### src/rtl/io_config_loader_if.sv
// Handshake/bus bundle between the configuration source and io_config_loader.
// Signal names match the loader's legacy port list.
interface io_config_loader_if #(
  parameter int unsigned NUM_IO = 8
);
  logic                  CFG_START;
  logic                  CFG_DIN;
  logic                  CFG_VALID;
  logic [2*NUM_IO-1:0]   TSMUX_OUT;
  logic [NUM_IO-1:0]     DORREG_OUT;
  logic                  BUSY;
  logic                  CFG_DONE;
  logic                  CFG_ERR;

  modport master (
    output CFG_START, CFG_DIN, CFG_VALID,
    input  TSMUX_OUT, DORREG_OUT, BUSY, CFG_DONE, CFG_ERR
  );

  modport slave (
    input  CFG_START, CFG_DIN, CFG_VALID,
    output TSMUX_OUT, DORREG_OUT, BUSY, CFG_DONE, CFG_ERR
  );
endinterface

### src/rtl/io_config_loader.sv
// Serial frame loader: hunts for a sync word, shifts in 3 bits per IO block,
// checks even parity and commits TSMUX/DORREG to all IO blocks atomically.
module io_config_loader #(
  parameter int unsigned NUM_IO       = 8,
  parameter logic [7:0]  SYNC_WORD    = 8'hA5,
  parameter int unsigned SYNC_TIMEOUT = 64
) (
  input  logic               IOCLK,
  input  logic               RST,
  io_config_loader_if.slave  cfg
);

  localparam int unsigned PW     = 3 * NUM_IO;
  localparam int unsigned CNT_W  = $clog2(PW + 1);
  localparam int unsigned HUNT_W = $clog2(SYNC_TIMEOUT + 1);

  localparam logic [2:0] S_IDLE   = 3'd0;
  localparam logic [2:0] S_SYNC   = 3'd1;
  localparam logic [2:0] S_LOAD   = 3'd2;
  localparam logic [2:0] S_CHECK  = 3'd3;
  localparam logic [2:0] S_COMMIT = 3'd4;

  localparam logic [CNT_W-1:0]  LAST_BIT = CNT_W'(PW - 1);
  localparam logic [HUNT_W-1:0] HUNT_MAX = HUNT_W'(SYNC_TIMEOUT);

  logic [2:0]          state_q,  state_d;
  // Only the 7 newest bits are kept; the 8th comes straight from CFG_DIN.
  logic [6:0]          sync_q,   sync_d;
  logic [HUNT_W-1:0]   hunt_q,   hunt_d;
  logic [CNT_W-1:0]    cnt_q,    cnt_d;
  logic [PW-1:0]       shadow_q, shadow_d;
  logic                par_q,    par_d;
  logic [2*NUM_IO-1:0] tsmux_q,  tsmux_d;
  logic [NUM_IO-1:0]   dor_q,    dor_d;
  logic                done_q,   done_d;
  logic                err_q,    err_d;

  logic [7:0]          sync_shift;
  logic [HUNT_W-1:0]   hunt_inc;

  always_comb begin
    state_d    = state_q;
    sync_d     = sync_q;
    hunt_d     = hunt_q;
    cnt_d      = cnt_q;
    shadow_d   = shadow_q;
    par_d      = par_q;
    tsmux_d    = tsmux_q;
    dor_d      = dor_q;
    done_d     = 1'b0;
    err_d      = err_q;
    sync_shift = {sync_q, cfg.CFG_DIN};
    hunt_inc   = (hunt_q == HUNT_MAX) ? hunt_q : hunt_q + 1'b1;

    case (state_q)
      S_IDLE: ;
      S_SYNC: begin
        if (cfg.CFG_VALID) begin
          sync_d = sync_shift[6:0];
          hunt_d = hunt_inc;
          if (sync_shift == SYNC_WORD) begin
            state_d = S_LOAD;
            cnt_d   = '0;
            par_d   = 1'b0;
          end else if (hunt_inc == HUNT_MAX) begin
            state_d = S_IDLE;
            err_d   = 1'b1;
          end
        end
      end
      S_LOAD: begin
        // Bits enter at the top and drift down, so payload bit k lands at index k.
        if (cfg.CFG_VALID) begin
          shadow_d = {cfg.CFG_DIN, shadow_q[PW-1:1]};
          par_d    = par_q ^ cfg.CFG_DIN;
          if (cnt_q == LAST_BIT) begin
            state_d = S_CHECK;
          end else begin
            cnt_d = cnt_q + 1'b1;
          end
        end
      end
      S_CHECK: begin
        if (cfg.CFG_VALID) begin
          if ((cfg.CFG_DIN ^ par_q) == 1'b0) begin
            state_d = S_COMMIT;
          end else begin
            state_d = S_IDLE;
            err_d   = 1'b1;
          end
        end
      end
      S_COMMIT: begin
        for (int unsigned i = 0; i < NUM_IO; i++) begin
          tsmux_d[2*i+1] = shadow_q[3*i];
          tsmux_d[2*i]   = shadow_q[3*i+1];
          dor_d[i]       = shadow_q[3*i+2];
        end
        done_d  = 1'b1;
        state_d = S_IDLE;
      end
      default: state_d = S_IDLE;
    endcase

    // A start pulse restarts the frame from any state; a commit in flight still lands.
    if (cfg.CFG_START) begin
      state_d  = S_SYNC;
      sync_d   = '0;
      hunt_d   = '0;
      cnt_d    = '0;
      shadow_d = '0;
      par_d    = 1'b0;
      err_d    = 1'b0;
    end
  end

  always_ff @(posedge IOCLK or posedge RST) begin
    if (RST) begin
      state_q  <= S_IDLE;
      sync_q   <= '0;
      hunt_q   <= '0;
      cnt_q    <= '0;
      shadow_q <= '0;
      par_q    <= 1'b0;
      tsmux_q  <= '0;
      dor_q    <= '0;
      done_q   <= 1'b0;
      err_q    <= 1'b0;
    end else begin
      state_q  <= state_d;
      sync_q   <= sync_d;
      hunt_q   <= hunt_d;
      cnt_q    <= cnt_d;
      shadow_q <= shadow_d;
      par_q    <= par_d;
      tsmux_q  <= tsmux_d;
      dor_q    <= dor_d;
      done_q   <= done_d;
      err_q    <= err_d;
    end
  end

  assign cfg.TSMUX_OUT  = tsmux_q;
  assign cfg.DORREG_OUT = dor_q;
  assign cfg.BUSY       = (state_q != S_IDLE);
  assign cfg.CFG_DONE   = done_q;
  assign cfg.CFG_ERR    = err_q;

endmodule

### src/flat_wrapper.sv
// flat-port wrapper written by rule: the top's interface ports become plain ports
module io_config_loader_flat 
#(
  parameter int unsigned NUM_IO       = 8,
  parameter logic [7:0]  SYNC_WORD    = 8'hA5,
  parameter int unsigned SYNC_TIMEOUT = 64
)
  (IOCLK, RST, cfg_CFG_START, cfg_CFG_DIN, cfg_CFG_VALID, cfg_TSMUX_OUT, cfg_DORREG_OUT, cfg_BUSY, cfg_CFG_DONE, cfg_CFG_ERR);
  io_config_loader_if #(.NUM_IO(NUM_IO)) cfg_i ();
  input  logic IOCLK;
  input  logic RST;
  input wire logic [$bits(cfg_i.CFG_START)-1:0] cfg_CFG_START;
  input wire logic [$bits(cfg_i.CFG_DIN)-1:0] cfg_CFG_DIN;
  input wire logic [$bits(cfg_i.CFG_VALID)-1:0] cfg_CFG_VALID;
  output wire logic [$bits(cfg_i.TSMUX_OUT)-1:0] cfg_TSMUX_OUT;
  output wire logic [$bits(cfg_i.DORREG_OUT)-1:0] cfg_DORREG_OUT;
  output wire logic [$bits(cfg_i.BUSY)-1:0] cfg_BUSY;
  output wire logic [$bits(cfg_i.CFG_DONE)-1:0] cfg_CFG_DONE;
  output wire logic [$bits(cfg_i.CFG_ERR)-1:0] cfg_CFG_ERR;
  assign cfg_i.CFG_START = cfg_CFG_START;
  assign cfg_i.CFG_DIN = cfg_CFG_DIN;
  assign cfg_i.CFG_VALID = cfg_CFG_VALID;
  assign cfg_TSMUX_OUT = cfg_i.TSMUX_OUT;
  assign cfg_DORREG_OUT = cfg_i.DORREG_OUT;
  assign cfg_BUSY = cfg_i.BUSY;
  assign cfg_CFG_DONE = cfg_i.CFG_DONE;
  assign cfg_CFG_ERR = cfg_i.CFG_ERR;
  io_config_loader #(.NUM_IO(NUM_IO), .SYNC_WORD(SYNC_WORD), .SYNC_TIMEOUT(SYNC_TIMEOUT)) u_core (.IOCLK(IOCLK), .RST(RST), .cfg(cfg_i));
endmodule
### config.mk
export PLATFORM = sky130hd
export DESIGN_NAME = io_config_loader_flat
export DESIGN_NICKNAME = d
export VERILOG_FILES = /design/src/rtl/io_config_loader_if.sv /design/src/rtl/io_config_loader.sv /design/src/flat_wrapper.sv
export SDC_FILE = /design/constraint.sdc
export NUM_CORES = 1
export LEC_CHECK = 0
export CAP_MARGIN = 30
export CORE_MARGIN = 4
export CORE_UTILIZATION = 45
export DETAILED_ROUTE_END_ITERATION = 10
export PLACE_DENSITY = 0.66
export SYNTH_ARGS = -nofsm -noshare
export SYNTH_HDL_FRONTEND = slang
export SYNTH_SLANG_ARGS = --single-unit
### constraint.sdc
create_clock -name IOCLK -period 4.3 [get_ports IOCLK]
set_clock_uncertainty 0.15 [all_clocks]
set_input_delay 0.43 -clock IOCLK [delete_from_list [all_inputs] [get_ports IOCLK]]
set_output_delay 0.43 -clock IOCLK [all_outputs]
set_load 0.05 [all_outputs]
Word-level counts from Yosys, hierarchy flattened

Index checks and enable logic that the tools add are counted.

Bits in registers: 73
Input port bits: 5
Output and inout bits: 27
Logic and storage cells: 83

Add/sub/neg operators: 2
Equality and inequality tests: 19
Multiplexer cells: 38
Bitwise operators: 1
Reductions and logical operators: 13

Operators by type and width:

| operator                                       | number |
|---|---|
| two-way mux 24 bit                             | 3 |
| two-way mux 7 bit                              | 7 |
| two-way mux 5 bit                              | 5 |
| two-way mux 3 bit                              | 8 |
| != test 3 bit (second input constant)          | 5 |
| == test 7 bit (second input constant)          | 2 |
| != test 3 x 2 -> 1 bit (second input constant) | 4 |
| one-hot mux 3 bit (4 select lines)             | 1 |
| AND reduction 6 bit                            | 2 |
| two-way mux 1 bit                              | 11 |
| one-hot mux 5 bit (2 select lines)             | 1 |
| nonzero test 3 bit                             | 3 |
| == test 8 bit (second input constant)          | 1 |
| adder 7 x 1 -> 7 bit (second input constant)   | 1 |
| == test 3 x 2 -> 1 bit (second input constant) | 2 |
| nonzero test 2 bit                             | 3 |
| adder 5 x 1 -> 5 bit (second input constant)   | 1 |
| == test 5 bit (second input constant)          | 1 |
| AND reduction 5 bit                            | 1 |
| != test 4 x 2 -> 1 bit (second input constant) | 1 |
| one-hot mux 1 bit (2 select lines)             | 2 |
| AND reduction 2 bit                            | 2 |
| AND reduction 4 bit                            | 1 |
| == test 3 x 1 -> 1 bit (second input constant) | 1 |
| 4 further kinds                                | 4 |

Logic depth before layout (Yosys ltp)

Depth after elaboration: 8
Gate-level depth with buffers: 7
Mapped depth without buffers: 7

Least setup slack after synthesis

No wires, ideal clock.

Path kind: reg2reg
From: reg u_core.hunt_q[2]
To: reg u_core.state_q[0]
Setup time: 0.124 ns
Data arrival time: 1.825 ns
Required time: 4.026 ns
Setup slack: 2.201 ns
Stages on the path, launching flop included: 7
Path buffers: 1
Clock period less this slack: 2.099 ns
Path through: dfrtp_1 -> buf_6 -> or4_4 -> or2_4 -> o32ai_1 -> a41oi_1 -> a211o_1

Word-level cells in the longest chain between the ends: 5
Elaborated cells on any way between the ends: 6
Those cells by class: add/sub (1); eq/ne (3); mux (1); reduce/logical (1)

Ends and longest elaborated chain:

| item                                                         | RTL line                | RTL |
|---|---|---|
| from (decl)                                                  | io_config_loader.sv:29  | `logic [HUNT_W-1:0] hunt_q, hunt_d;` |
| from (signal assigned)                                       | io_config_loader.sv:132 | `hunt_q <= hunt_d;` |
| adder 7 x 1 -> 7 bit / == test 7 bit (equally long branches) | io_config_loader.sv:53  | `hunt_inc = (hunt_q == HUNT_MAX) ? hunt_q : hunt_q + 1'b1;` |
| two-way mux 7 bit (*)                                        | io_config_loader.sv:53  |  |
| == test 7 bit (*)                                            | io_config_loader.sv:65  | `end else if (hunt_inc == HUNT_MAX) begin` |
| != test 4 x 2 -> 1 bit (no line) (*)                         | -                       |  |
| AND reduction 6 bit (no line) (*)                            | -                       |  |
| to (signal assigned)                                         | io_config_loader.sv:130 | `state_q <= state_d;` |
| to (decl)                                                    | io_config_loader.sv:26  | `logic [2:0] state_q, state_d;` |

Mark *: on every way between the ends. The rest lies on a longest branch, timed or not.
A chain may end at the register's enable or synchronous reset.

Worst setup path after layout

From: reg u_core.state_q[0]
To: out cfg_BUSY

Word-level cells in the longest chain between the ends: 1

Ends and longest elaborated chain:

| item               | RTL line                | RTL |
|---|---|---|
| nonzero test 3 bit | io_config_loader.sv:145 | `assign cfg.BUSY = (state_q != S_IDLE);` |
| to (decl)          | flat_wrapper.sv:17      | `output wire logic [$bits(cfg_i.BUSY)-1:0] cfg_BUSY;` |

No other way between the ends.

==> flow_metrics.py <==
metrics = {
    "global_routing": {
        "grt_pass1_vias": 1992,
        "grt_start_max_net_pins": 46,
        "grt_pass1_wl_um": 9900,
        "overflow": 0,
        "track_usage": 0.149,
        "antenna_found_initial": 0,
    },
    "cells_and_area": {
        "nets": 289,
        "antenna_cells": 0,
        "drive_above_1_share": 0.182,
        "area_growth_pct": 19.2,
    },
    "critical_path": {
        "cp.arrival_ns": 1.95,
        "path_class": "register to primary output",
        "cp-end-kind": "primary output",
        "cp.required_ns": 3.72,
        "worstPathMaxFanout": 9,
        "crit_path_start_kind": "register",
        "r2r-end": "u_core.state_q[0]",
        "reg2reg_slack_ns": 2.01,
        "r2r_start": "u_core.hunt_q[2]",
        "reg2regPathDepth": 5,
    },
    "sta": {
        "worst_pin_slew_ns": 0.875,
        "slew_viol_final": 0,
        "fin_crit_sh": 0.589,
        "slew_headroom": 0.414,
        "finalCriticalPeriod_ns": 2.53,
        "setup_tns_ns": 0,
        "max_freq_mhz": 395,
        "holdWs_ns": 0.320,
        "finalSetupViolations": 0,
        "grt_setup_unrepaired": "false",
        "final-hold-violation-count": 0,
    },
    "floorplan": {
        "core_area_um2": 6530,
        "die_w_um": 91.0,
        "ioPinCount": 32,
        "row_count": 29,
        "dieArea_um2": 8280,
        "initial_core_util": 0.475,
        "dieHeight_um": 91.0,
    },
    "synth": {
        "synth-xor-area-share": 0.0169,
        "synth-compound-area-share": 0.157,
        "yosysSeqAreaShare": 0.589,
        "synthAdderAreaFrac": 0.0121,
        "synth_edf_count": 0,
        "muxShareOfSynthArea": 0.0940,
        "synth_top_family_by_area": "compound AO/OA/AOI/OAI gates",
        "yosysUniqueCellTypes": 44,
        "synthSimpleGateAreaFrac": 0.104,
        "ys_ff_latch": 73,
        "synthFlopType": "dfrtp_1",
        "synth-async-reset-ratio": 1.00,
        "syn_nets": 256,
        "syn_inst": 248,
        "yosysWarnings": 0,
        "synth.avg_cell_area_um2": 12.5,
        "synth_area_um2": 3100,
    },
    "cts": {
        "cts_buffer_depth": 2,
        "clk_pin_slew_worst_paths_ns": 0.08,
        "ctsResizeCount": 0,
        "cts_sinks": 73,
        "root_buffer": "clkbuf_8",
        "clk_latency_ns": 0.34,
        "cts_tree": "done",
        "ctsHoldBuffers": 0,
        "cts-htree-levels": 3,
        "cts_setup_buffers": 0,
        "cts_buffers": 9,
    },
    "detailed_routing": {
        "via_per_inst": 5.69,
        "vias": 2065,
        "wl_per_cell_um": 15.7,
        "antenna_left": 0,
        "drc": 0,
        "firstDrtPassIters": 4,
        "first_iter_violations": 167,
        "wl_um": 5690,
    },
    "min_path": {
        "holdCritPathClass": "primary input to asynchronous set/reset pin",
    },
    "flow_run": {
        "drv_cap": 0,
    },
    "power": {
        "vdd_drop_max_uv": 183,
        "finalPower_w": 0.00130,
        "p_per_area_nw_per_um2": 353,
        "p_leak_nw": 1.68,
    },
    "placed_design": {
        "gp_congestion": 0.804,
        "dp_hpwl_um": 3660,
        "place.port_buffers": 31,
    },
    "run_status": {
        "run_status": "completed",
    },
}
## placed cells by master (no fill, tap or decap), types with 6 or more instances in the layout
cell | Yosys | layout
a22o_1 | 31 | 31
clkbuf_8 | 0 | 10
clkdlybuf4s50_1 | 0 | 31
dfrtp_1 | 73 | 73
mux2_2 | 25 | 25
nand2_1 | 17 | 17
nand3_1 | 6 | 6
nor2_1 | 7 | 7
o21ai_0 | 12 | 12
## worst max-delay path by stage
stage                           start                   to  slack [ns]
floorplan                         RST  u_core.cfg.CFG_DONE        1.87
global placement        cfg_CFG_START      u_core.cnt_q[3]        1.48
detailed placement      cfg_CFG_START      u_core.cnt_q[3]        1.51
CTS                 u_core.state_q[1]             cfg_BUSY        1.75
global route        u_core.state_q[1]             cfg_BUSY        1.69
finish              u_core.state_q[0]             cfg_BUSY        1.77
## power by group
| group | internal (W) | switching, W | leakage (nW) | total (W) |
|---|---|---|---|---|
| sequential | 0.000692 | 0.00000802 | 1.01 | 0.000700 |
| clock | 0.000285 | 0.000256 | 0.103 | 0.000540 |
| combinational | 0.0000213 | 0.0000431 | 0.567 | 0.0000643 |
| total | 0.000997 | 0.000307 | 1.68 | 0.00130 |
## flip-flops by register name, indices dropped and copies added, names as in the netlist, 3 cells and up
name / cells
u_core.cfg.TSMUX_OUT: 16
u_core.shadow_q: 24
u_core.state_q: 3
u_core.hunt_q: 7
u_core.cnt_q: 5
u_core.sync_q: 7
u_core.cfg.DORREG_OUT: 8
## cell type report
type | count | area (µm²)
Fill cell | 553 | 2830
Multi-Input combinational cell | 156 | 1200
Sequential cell | 73 | 1830
Clock inverter | 6 | 65.1
Timing Repair Buffer | 35 | 348
Clock buffer | 10 | 138
Tap cell | 77 | 96.3
Inverter | 6 | 22.5
## per-layer routing
metal  global-route usage  wire, µm
met4               0.0754        92
met2                0.219      2650
met1                0.210      2800
met5                    0         0
met3               0.0322       145
## logic make-up (layout without fill, tap and decap cells)
kind of cell	Yosys count	count (layout)
compound gates	65	65
xor+xnor	6	6
fa+ha+maj	3	3
buf+inv	19	57
flops	73	73
mux	26	26
simple gates	56	56
## cells in the mapped netlist, types with 2 or more instances
cell type,number,area share
o21ai_0,12,0.019
a31oi_1,2,0.0040
a22o_1,31,0.088
mux2_2,25,0.091
nor2b_1,5,0.010
nand2b_1,3,0.0061
nand3_1,6,0.0097
ha_1,3,0.012
clkbuf_1,9,0.011
buf_2,3,0.0048
nor3b_1,3,0.0073
nor2_1,7,0.0085
a21oi_1,5,0.0081
nand2_1,17,0.021
inv_1,6,0.0073
or3_1,2,0.0040
nor4bb_1,2,0.0065
and2_1,3,0.0061
a21o_1,2,0.0048
o211ai_1,2,0.0048
xnor2_1,4,0.011
xor2_1,2,0.0057
dfrtp_1,73,0.59
## per-stage QoR
stage               setup WS (ns)  cells  area [µm²]   util
floorplan                    1.87    248        3100      -
CTS                          1.75    363        3700  0.566
detailed placement           1.51    347        3490  0.535
global route                 1.69    363        3700  0.566
finish                       1.77    363        3700  0.566
global placement             1.48    346        3480  0.533
## critical path, stage by stage (launching register included)
cell and delay (ns):
dfrtp_1 0.50, or3_1 0.41, clkdlybuf4s50_1 0.71
Note: power is estimated with default switching activity, not from simulation.
==> patch: new RTL, same flow settings <==
Reset style: synchronous (`RST`), changed in one clocked block.
--- a/src/rtl/io_config_loader.sv
+++ b/src/rtl/io_config_loader.sv
@@ -116,3 +116,3 @@
 
-  always_ff @(posedge IOCLK or posedge RST) begin
+  always_ff @(posedge IOCLK) begin
     if (RST) begin
Formal check against the unedited RTL: differs if RST is asserted again (counterexample within 4 cycles, from zero or initial values and one cycle with RST high); with RST held inactive, the same outputs for 10 cycles.
==> patch against the unedited design <==
Sequential cell count stayed put. Area after synthesis is 6.3% lower. Routed wire length is 1.8% higher. Critical path depth stayed put. Final cell count is 28% higher. Core utilization is 1.7 points lower. Cell area is 6.2% lower. Register-to-register slack better by 40 ps. Worst setup slack better by 71 ps. Total power is 0.38% higher. Sequential power is 3% lower. Via count is 19% higher. Non-clock buffer count is 1 lower. Critical endpoint unchanged. Largest cell class unchanged.
==> patch: results (changes against the unedited design) <==
** Run status
- Run status: complete, no violations (unchanged).

** Timing
- The worst relative slew slack was 41.5% (was 41.4%).

** Drt
- Starting DRC count in detailed routing :: 72 (was 167)
- The average detailed-routed wire length per instance was 12.5 um (was 15.7 um).

** Placed design
- Placed cell area :: 3250 um2 (was 3490 um2)
- The placer's final routability congestion estimate came to 0.795 (was 0.804).
- HPWL after detailed placement :: 3.80 mm (was 3.66 mm)

** Layout
- Share of post-route cells with drive strength above 1 :: 6.70% (was 18.2%)
- The final net count was 392 (was 289).

** Logic synthesis
- The most frequently used cell type in the post-synthesis netlist is sky130_fd_sc_hd__nand2_1 (was sky130_fd_sc_hd__dfrtp_1).
- Post-synthesis instance total :: 362 (was 248)
- The number of different library cells in the post-synthesis netlist is 40 (was 44).
- Share of the yosys chip area belonging to registers :: 50.3% (was 58.9%)
- Cell types with the highest counts after synthesis: 121 x sky130_fd_sc_hd__nand2_1, 73 x sky130_fd_sc_hd__dfxtp_1, 64 x sky130_fd_sc_hd__a21oi_1 (was 73 x sky130_fd_sc_hd__dfrtp_1, 31 x sky130_fd_sc_hd__a22o_1, 25 x sky130_fd_sc_hd__mux2_2).
- Area contributors post-synth :: sky130_fd_sc_hd__dfxtp_1 50%, sky130_fd_sc_hd__nand2_1 16%, sky130_fd_sc_hd__a21oi_1 11% (was sky130_fd_sc_hd__dfrtp_1 59%, sky130_fd_sc_hd__mux2_2 9.1%, sky130_fd_sc_hd__a22o_1 8.8%)
- Synthesized net count :: 370 (was 256)
- The cell type with the highest aggregate area in the netlist is sky130_fd_sc_hd__dfxtp_1 (was sky130_fd_sc_hd__dfrtp_1).

** GRT
- The overall fraction of global-route tracks in use was 16.2% (was 14.9%).
- Number of global-route vias before repair :: 2,291 (was 1,992)
- Largest net degree at the start of global routing :: 48 (was 46)
- First-pass GRT wire length :: 9.93 mm (was 9.90 mm)

** Setup path
- The top fanout value on the critical path came to 12 (was 9).
- The critical path arrival is 1880 ps (was 1950 ps).

** Pwr
- Static leakage :: 0.00108 uW (was 0.00168 uW)
- Peak supply drop :: 0.271 mV (was 0.183 mV)

** Hold path
- Classification of the worst-slack hold path :: reg -> reg (was in -> async)
[patch: worst paths after layout]
kind                           from                to  slack, ps  depth (start not counted)
setup reg to reg  u_core.state_q[0]  u_core.hunt_q[1]       2050                          5
setup / recovery  u_core.state_q[2]          cfg_BUSY       1840                          2
hold reg to reg    u_core.sync_q[6]  u_core.sync_q[6]        300                          2
hold / removal     u_core.sync_q[6]  u_core.sync_q[6]        300                          2
[patch: cell type report]
cell class,instances,area [um2]
fillers,617,2840
clock inverters,4,77.6
clock buffers,11,141
flip-flops and latches,73,1460
repair buffers,34,333
well taps,77,96.3
multi-input cells,264,1350
inverters,2,7.51
[patch: cell families (layout without fill, tap and decap cells)]
family,Yosys count,count (layout),share of synthesized area (%)
fa+ha+maj,3,3,1.29
compound gates,78,78,15.0
xor+xnor,8,8,2.41
flops,73,73,50.3
simple gates,173,173,26.9
mux,2,2,0.732
buf+inv,25,51,3.36
[patch: critical path, delay by kind of cell (launching register included)]
| family | cells | cell delay, ps |
|---|---|---|
| and+or+nand+nor | 1 | 180 |
| DFF | 1 | 560 |
| buffers and inverters | 1 | 800 |
[patch: stage by stage]
step | utilization [%] | worst slack (ps) | hold WS (ps) | total power (uW)
after detailed placement | 51.5 | 1680 | 294 | 739
after global placement | 51.5 | 1700 | 287 | 739
after global routing | 55.0 | 1730 | 323 | 1360
after CTS | 55.0 | 1820 | 304 | 1330
final | 55.0 | 1840 | 302 | 1310
after floorplan | - | 2290 | 281 | 726
[patch: routing by layer]
layer	GRT usage [%]	vias up	wire length, um
met4	5.91	0	78
met3	5.87	9	234
met5	0	-	0
li1	-	1255	-
met2	27.4	36	2830
met1	18.9	1151	2650
[patch: report_power, final]
part	internal [uW]	switching (uW)	leakage [uW]	total [uW]
sequential	678	3.87	0.000588	682
combinational	13.4	28.5	0.000384	42.0
clock	342	244	0.000110	586
